<file path="config.mk">
export PLATFORM = sky130hd
export DESIGN_NAME = frame_scanout_reader
export DESIGN_NICKNAME = d
export VERILOG_FILES = /design/src/rtl/frame_scanout_reader.sv
export SDC_FILE = /design/constraint.sdc
export NUM_CORES = 1
export LEC_CHECK = 0
export CELL_PAD_IN_SITES_DETAIL_PLACEMENT = 2
export CELL_PAD_IN_SITES_GLOBAL_PLACEMENT = 2
export CORE_AREA = 4 4 142 144
export DETAILED_ROUTE_END_ITERATION = 10
export DIE_AREA = 0 0 146 148
export GPL_TIMING_DRIVEN = 1
export PLACE_DENSITY_LB_ADDON = 0.1
export SLEW_MARGIN = 20
export SYNTH_ARGS = -nofsm -noshare
export SYNTH_HDL_FRONTEND = slang
export SYNTH_SLANG_ARGS = --single-unit
</file>
<file path="constraint.sdc">
create_clock -name clk_ppu -period 2.2 [get_ports clk_ppu]
set_clock_uncertainty 0.15 [all_clocks]
set_input_delay 0.22 -clock clk_ppu [delete_from_list [all_inputs] [get_ports clk_ppu]]
set_output_delay 0.22 -clock clk_ppu [all_outputs]
set_load 0.1 [all_outputs]
</file>
<file path="src/rtl/frame_scanout_reader.sv">
// Frame buffer read side: streams one H_PIXELS x V_LINES frame of RGB555 pixels out as RGB888 on a valid/ready port.
// The falling edge of frame_read_complete tells the buffer to rewind its read address for the next frame.
module frame_scanout_reader #(
   parameter int H_PIXELS   = 160,
   parameter int V_LINES    = 144,
   parameter int FIFO_DEPTH = 4,
   parameter int REWIND_GAP = 4
) (
   input  logic        clk_ppu,
   input  logic        reset_n,
   input  logic        frame_start,
   input  logic [14:0] pixel_data_in,
   output logic        read_pixel_data,
   output logic        frame_read_complete,
   output logic        pix_valid,
   input  logic        pix_ready,
   output logic [23:0] pix_rgb,
   output logic        pix_sof,
   output logic        pix_eol,
   output logic        busy
);

   localparam int TOTAL = H_PIXELS * V_LINES;
   localparam int CNT_W = $clog2(TOTAL + 1);
   localparam int X_W   = $clog2(H_PIXELS);
   localparam int Y_W   = $clog2(V_LINES);
   localparam int PTR_W = $clog2(FIFO_DEPTH);
   localparam int FC_W  = $clog2(FIFO_DEPTH + 1);
   localparam int OCC_W = $clog2(FIFO_DEPTH + 3);
   localparam int GAP_W = $clog2(REWIND_GAP);

   typedef enum logic [1:0] {
      IDLE,
      READ,
      DONE
   } state_t;

   state_t             state;
   logic [X_W-1:0]     x_cnt;
   logic [Y_W-1:0]     y_cnt;
   logic [CNT_W-1:0]   strobe_cnt;
   logic [GAP_W-1:0]   gap_cnt;
   logic               start_pending;
   logic               strobe_sof;
   logic               strobe_eol;
   logic               land_valid;
   logic               land_sof;
   logic               land_eol;

   logic [25:0]        fifo_mem [FIFO_DEPTH];
   logic [PTR_W-1:0]   wr_ptr;
   logic [PTR_W-1:0]   rd_ptr;
   logic [FC_W-1:0]    fifo_count;

   logic               fifo_push;
   logic               fifo_pop;
   logic [OCC_W-1:0]   occupancy;
   logic               frame_strobes_done;
   logic               can_strobe;
   logic [25:0]        fifo_head;

   function automatic logic [23:0] expand_rgb555(input logic [14:0] p);
      return {p[4:0], p[4:2], p[9:5], p[9:7], p[14:10], p[14:12]};
   endfunction

   // Occupancy counts queued pixels plus reads still in the RAM pipe, so a stalled sink can never overflow the FIFO
   assign fifo_push          = land_valid;
   assign pix_valid          = (fifo_count != '0);
   assign fifo_pop           = pix_valid && pix_ready;
   assign occupancy          = OCC_W'(fifo_count) + OCC_W'(land_valid) + OCC_W'(read_pixel_data);
   assign frame_strobes_done = (strobe_cnt == CNT_W'(TOTAL));
   assign can_strobe         = (state == READ) && !frame_strobes_done &&
                               (occupancy < OCC_W'(FIFO_DEPTH));

   assign fifo_head = fifo_mem[rd_ptr];
   assign pix_rgb   = pix_valid ? fifo_head[23:0] : 24'h000000;
   assign pix_sof   = pix_valid && fifo_head[25];
   assign pix_eol   = pix_valid && fifo_head[24];
   assign busy      = (state != IDLE) || pix_valid;

   // DONE lasts REWIND_GAP-1 cycles; the IDLE cycle that follows completes the low time of frame_read_complete
   always_ff @(posedge clk_ppu) begin
      if (!reset_n) begin
         state               <= IDLE;
         read_pixel_data     <= 1'b0;
         frame_read_complete <= 1'b1;
         x_cnt               <= '0;
         y_cnt               <= '0;
         strobe_cnt          <= '0;
         gap_cnt             <= '0;
         start_pending       <= 1'b0;
         strobe_sof          <= 1'b0;
         strobe_eol          <= 1'b0;
         land_valid          <= 1'b0;
         land_sof            <= 1'b0;
         land_eol            <= 1'b0;
      end else begin
         read_pixel_data <= 1'b0;
         land_valid      <= read_pixel_data;
         land_sof        <= strobe_sof;
         land_eol        <= strobe_eol;
         case (state)
            IDLE: begin
               if (frame_start || start_pending) begin
                  state               <= READ;
                  frame_read_complete <= 1'b1;
                  start_pending       <= 1'b0;
                  x_cnt               <= '0;
                  y_cnt               <= '0;
                  strobe_cnt          <= '0;
               end
            end
            READ: begin
               if (frame_start) begin
                  start_pending <= 1'b1;
               end
               if (can_strobe) begin
                  read_pixel_data <= 1'b1;
                  strobe_sof      <= (x_cnt == '0) && (y_cnt == '0);
                  strobe_eol      <= (x_cnt == X_W'(H_PIXELS - 1));
                  strobe_cnt      <= strobe_cnt + CNT_W'(1);
                  if (x_cnt == X_W'(H_PIXELS - 1)) begin
                     x_cnt <= '0;
                     if (y_cnt != Y_W'(V_LINES - 1)) begin
                        y_cnt <= y_cnt + Y_W'(1);
                     end
                  end else begin
                     x_cnt <= x_cnt + X_W'(1);
                  end
               end else if (frame_strobes_done && !read_pixel_data) begin
                  state               <= DONE;
                  frame_read_complete <= 1'b0;
                  gap_cnt             <= '0;
               end
            end
            DONE: begin
               if (frame_start) begin
                  start_pending <= 1'b1;
               end
               if (gap_cnt == GAP_W'(REWIND_GAP - 2)) begin
                  state <= IDLE;
               end else begin
                  gap_cnt <= gap_cnt + GAP_W'(1);
               end
            end
            default: state <= IDLE;
         endcase
      end
   end

   // Skid FIFO bookkeeping; push and pop in the same cycle leave the count unchanged even when full
   always_ff @(posedge clk_ppu) begin
      if (!reset_n) begin
         wr_ptr     <= '0;
         rd_ptr     <= '0;
         fifo_count <= '0;
      end else begin
         if (fifo_push) begin
            wr_ptr <= wr_ptr + PTR_W'(1);
         end
         if (fifo_pop) begin
            rd_ptr <= rd_ptr + PTR_W'(1);
         end
         case ({fifo_push, fifo_pop})
            2'b10:   fifo_count <= fifo_count + FC_W'(1);
            2'b01:   fifo_count <= fifo_count - FC_W'(1);
            default: fifo_count <= fifo_count;
         endcase
      end
   end

   always_ff @(posedge clk_ppu) begin
      if (reset_n && fifo_push) begin
         fifo_mem[wr_ptr] <= {land_sof, land_eol, expand_rgb555(pixel_data_in)};
      end
   end

endmodule

</file>
# After elaboration in Yosys (flattened, before gate mapping)
# Memory sizes are Yosys's and may differ from the RTL's. A register that Yosys moved wholly into a read port is not among the register bits.
# Cells that the tools add are included.
# word_totals
ff_bits,50
ram_bits,104
inputBits,19
wordCells,109
mem_count,1
# mem_list
memory,words,word_bits,read_ports,rd_ports_with_merged_regs,wr,line_no,source
fifo_mem,4,26,1,1,1,50,logic [25:0] fifo_mem [FIFO_DEPTH];
# classes
addsub,10
n_lt_le_gt_ge,1
eq_ne,17
muxes,34
n_reduce_logical,30
# ops
operator,n
$mux 8,6
$pmux 8 s2,2
$mux 15,2
$pmux 15 s2,1
$mux 24,1
$mux 2,9
$add 8x1->8 const B,2
$logic_not 8->1,2
$add 15x1->15 const B,1
$eq 15x15->1 const B,1
$reduce_and 4->1,3
$ne 2x2->1 const B,5
$reduce_bool 2->1,5
$eq 8x8->1 const B,1
$logic_and 1x1->1,8
$mux 1,8
$ne 2x1->1 const B,4
$ne 8x8->1 const B,1
$add 2x1->2 const B,3
$add 3x1->3,2
$eq 2x2->1 const B,3
$pmux 2 s3,1
$pmux 3 s2,1
$reduce_and 3->1,2
other kinds (13),18

# Longest topological paths before layout
# depth
depth_word,6
depth_mapped,8
depth_no_buf,8

# Least setup slack after synthesis
# No wires, ideal clock.
# synth_timing
path_kind,reg-to-output
from,register fifo_count[2]
to,output pix_rgb[13]
arrival_time_ns,3.015
path_slack_ns,-1.185
stages_incl_launch_ff,6
path_buffers,3
cell_sequence,dfxtp_1 -> or3_1 -> clkbuf_1 -> clkbuf_1 -> and2_1 -> buf_4
# synth_via
elab_chain_cells,2
# synth_lines
item,line_no,source
start: declaration,53,logic [FC_W-1:0] fifo_count;
start signal: assignment,165,2'b10: fifo_count <= fifo_count + FC_W'(1);
start signal: assignment,166,2'b01: fifo_count <= fifo_count - FC_W'(1);
start signal: assignment,167,default: fifo_count <= fifo_count;
$reduce_bool 3->1,68,assign pix_valid = (fifo_count != '0);
named net pix_valid,15,"output logic pix_valid,"
$mux 24,76,assign pix_rgb = pix_valid ? fifo_head[23:0] : 24'h000000;
end: declaration,17,"output logic [23:0] pix_rgb,"
# The timed path passes the listed nets, and every way through them passes these cells.

# Final worst setup path
# layout_timing
from,register fifo_count[0]
to,output pix_rgb[4]
# layout_via
elab_chain_cells,2
# layout_lines
item,line_no
$reduce_bool 3->1,68
$mux 24,76
# No other way between the ends.

==> out/metrics.csv <==
stage,metric,value,unit
status,outcome,finished with violations,
status,violated checks,setup timing,
synth,area share of the largest cell type after synthesis,0.364,
cts,register clock-pin slew on the reported worst setup and hold paths,0.06,ns
final_layout,signed area change from the synthesized netlist to the final layout,45.4,%
synth,synthesized-area fraction occupied by xor and xnor cells,0.0125,
synth,"share of synthesized cell area in full adder, half adder and majority cells",0.0392,
cts,number of sinks on the clock net,120,
routing,met1 WL,7140,um
timing,min Tclk post-route,2.24,ns
critical_path,"Largest stage delay, worst path",0.37,ns
critical_path,register-to-register setup slack,0.06,ns
routing,drt first pass iters,4,
synth,Cell variety after synth,67,
timing,number of slew-limit violations in the final report,0,
final_layout,fraction of final layout cells sized beyond drive strength 1,0.376,
timing,Max-slew headroom,0.678,
synth,simple-gate area share of the yosys netlist,0.173,
routing,total via count in the routed design,4290,
final_layout,post-route insts no fill,845,
synth,number of enable flip-flop cells after synthesis,68,
routing,detailed-route wire length,17000,um
global_route,global-route wire length before repair,27500,um
critical_path,crit path cell chain,buf_6 -> or3_4 -> buf_12 -> clkbuf_16 -> and2_4 -> buf_12,
power_and_ir_drop,power consumption,10.6,mW
critical_path,CP Capture Type,primary output,
timing,post-route worst setup slack,-0.0443,ns
timing,Worst-Margin Slew,0.478,ns
synth,Yosys reg bits,120,
power_and_ir_drop,power density cells,1300,mW/mm^2
synth,combinational family with the most area after synthesis,simple AND/OR/NAND/NOR gates,
final_layout,Filler cells,1860,
power_and_ir_drop,VDD IR max,0.421,mV
cts,Post-CTS Hold Buffers,0,
global_route,initial antenna violation count,0,
routing,met2 WL post-DR,9220,um
floorplan,initial core utilization,0.300,
floorplan,I/O pins,49,
power_and_ir_drop,power spent charging and discharging nets,4.07,mW
final_layout,"commonest non-fill, non-tap cell in the layout",buf_4,
cts,Num CTS Buffers,17,
synth,library cell occupying the most area in the post-synthesis netlist,edfxtp_1,
critical_path,sum of buffers and inverters on the critical path,4,
placement,Inst Count DP,801,
timing,RSZ-0062 raised after global routing,true,
timing,crit share post-route,1.02,
critical_path,path type of the worst setup path,reg2out,
placement,half-perimeter wire length of the detailed placement result,11800,um
routing,highest metal layer with signal wires,met4,
synth,share of flip-flops with an asynchronous set or reset,0,
routing,Via density,5.08,
floorplan,number of placement rows,50,
final_layout,multi-input combinational cell area,0.00243,mm^2
floorplan,Chip Width,146,um
power_and_ir_drop,internal cell power,6.52,mW
critical_path,worst-path cell with the longest stage delay,or3_4,
cts,worst skew pair latency,0.42,ns
critical_path,Crit path arrival time,1.87,ns
synth,number of warnings reported in the yosys synthesis log,0,
final_layout,post-layout net count,634,
hold_path,hold-critical path endpoint,fifo_mem[0][5]$_DFFE_PP_,
timing,max frequency,446,MHz
global_route,pin count of the biggest net entering global routing,18,
timing,worst hold margin,0.301,ns
hold_path,worst hold path type,in2reg,
cts,maximum buffer depth of the clock tree,2,
power_and_ir_drop,switching part of the total,0.384,
synth,part of the Yosys area used for sequential elements,0.549,
critical_path,Max Fanout on Critical Path,4,
placement,Port Buffer Count,48,
floorplan,vertical extent of the die,148,um
global_route,global-route congestion overflow total,0,
critical_path,depth of the worst register-to-register path,8,
cts,clock tree from TritonCTS,yes,
hold_path,worst hold path startpoint,pixel_data_in[12],
routing,count of antenna-violating nets left after detailed routing,0,
power_and_ir_drop,static leakage power,3.02,nW
critical_path,launching point of the worst reg2reg path,strobe_cnt[0]$_SDFFE_PN0P_,
power_and_ir_drop,portion of total power attributed to the clock network,0.281,
critical_path,CP Data Required Time,1.83,ns
synth,syn_nets,504,
final_layout,"leading cell types in the layout, fill and taps excluded","buf_4, edfxtp_1, dfxtp_1, buf_12, nand2_1",
routing,initial detailed-routing violation count,118,
routing,average wire length per cell after detail routing,20.1,um
routing,met3 routed WL,445,um
hold_path,number of cells on the worst hold path,1,
synth,summed instance area of the synthesized netlist,0.00561,mm^2
final_layout,register area,0.00310,mm^2
placement,weighted congestion reported at the end of routability-driven placement,0.784,
run,MaxCap Viol Count,0,
critical_path,crit-path most repeated cell,buf_12,
final_layout,count of inserted antenna diode cells,0,
critical_path,reg2reg end,y_cnt[1]$_SDFFE_PN0P_,
synth,post-synthesis instance total,468,
cts,clock tree root buffer cell,clkbuf_16,
routing,DRC errors left,0,
critical_path,crit start category,flip-flop,
timing,hold violation count in the final report,0,
floorplan,floorplan core area,0.0187,mm^2
synth,leading post-synthesis cells by cell area,"edfxtp_1, dfxtp_1, mux4_2",
power_and_ir_drop,part of the total power dissipated in sequential elements,0.242,
synth,Synth Area in Compound Gates,0.0972,
power_and_ir_drop,Comb power frac,0.477,
critical_path,largest delay contributor family on the critical path,buffers and inverters,
global_route,global router's overall resource usage,0.163,
cts,# H-tree levels,4,
floorplan,Die Outline Area,0.0216,mm^2
timing,Setup-failing EPs final,18,
synth,Post-synth top flop,edfxtp_1,
global_route,number of global-route vias before repair,4748,
synth,multiplexer area fraction after synthesis,0.0847,
synth,Post-Syn Area per Cell,12.0,um^2
-- per-layer routing --
| metal | global-route usage | vias up |
|---|---|---|
| met4 | 0.0508 | 0 |
| met5 | 0 | - |
| met2 | 0.304 | 61 |
| met3 | 0.0313 | 14 |
| met1 | 0.189 | 2189 |
| li1 | - | 2026 |
-- worst reg2reg max path, cell delays in order (launching register included) --
cell and delay [ns]:
dfxtp_2 0.33, inv_2 0.06, ha_2 0.17, nor4b_4 0.27, nand4_4 0.23, and2_4 0.22, buf_6 0.14, a311o_1 0.28
a31oi_2 0.21
-- timing repair --
item,4_1_cts,5_1_grt
resized for setup,33,26
setup endpoints to repair,39,56
pin swaps,14,15
buffers inserted,7,2
cloned,4,1
-- layout make-up --
type                       instances  share of cell area
multi-input combinational        295               0.298
clock buffer                      18              0.0526
tap                              234              0.0359
sequential                       120               0.379
clock inverter                    14              0.0241
inverter                          24              0.0110
timing repair buffer             140               0.199
-- power by group through the flow --
| stage | clock [mW] | combinational (mW) | sequential [mW] |
|---|---|---|---|
| final | 2.97 | 5.06 | 2.56 |
| after global routing | 3.17 | 5.32 | 2.58 |
| after CTS | 3.05 | 5.07 | 2.56 |
| after global placement | 0 | 4.43 | 2.58 |
| after floorplan | 0 | 2.71 | 2.62 |
| after detailed placement | 0 | 4.49 | 2.59 |
-- per-stage QoR --
stage	worst slack (ns)	setup TNS (ns)	utilization	cell area, um^2
4_1_cts	-0.106	-1.65	0.432	8080
3_3_place_gp	-0.0397	-0.113	0.384	7190
2_1_floorplan	-0.0708	-0.425	-	5660
5_1_grt	-0.0929	-1.68	0.436	8160
3_5_place_dp	-0.0784	-0.423	0.384	7190
6_report	-0.0443	-0.503	0.436	8160
-- cells in the mapped netlist, types with 5 or more instances --
master	instances
dfxtp_1	52
nand3_1	14
and2_1	22
o31ai_1	6
nor2_1	25
mux4_2	17
o21ai_0	16
nor3_1	11
clkbuf_1	12
ha_1	16
nand4_1	12
inv_1	24
buf_4	10
and3_1	12
edfxtp_1	68
a31oi_1	8
xor2_1	5
nand2_1	32
buf_2	5
mux2i_1	7
a21oi_1	16
-- sequential cells by signal, indices dropped and copies added, names as in the netlist, 3 cells and up, named ones only --
register	flops
x_cnt	8
fifo_count	3
strobe_cnt	15
fifo_mem	68
y_cnt	8
-- how the worst max path moves through the flow --
| stage | start | to | slack (ns) | cells past startpoint |
|---|---|---|---|---|
| after floorplan | flip-flop | pix_rgb[13] | -0.07 | 5 |
| after global placement | strobe_cnt[0]$_SDFFE_PN0P_ | x_cnt[0]$_SDFFE_PN0P_ | -0.04 | 8 |
| after detailed placement | pix_ready | fifo_count[2]$_SDFFE_PN0P_ | -0.08 | 8 |
| after CTS | flip-flop | pix_rgb[9] | -0.11 | 5 |
| after global routing | fifo_count[0]$_SDFFE_PN0P_ | pix_rgb[4] | -0.09 | 6 |
| final | fifo_count[0]$_SDFFE_PN0P_ | pix_rgb[4] | -0.04 | 6 |
-- logic make-up (layout without fill, tap and decap cells) --
kind of cell | after synthesis | after routing
AO/OA/AOI/OAI | 77 | 77
XOR/XNOR | 8 | 8
multiplexers | 26 | 26
flip-flops | 120 | 120
buffers and inverters | 53 | 196
adder cells (fa/ha/maj) | 17 | 17
AND/OR/NAND/NOR | 167 | 167
No activity file was read; power rests on OpenSTA's default activity.
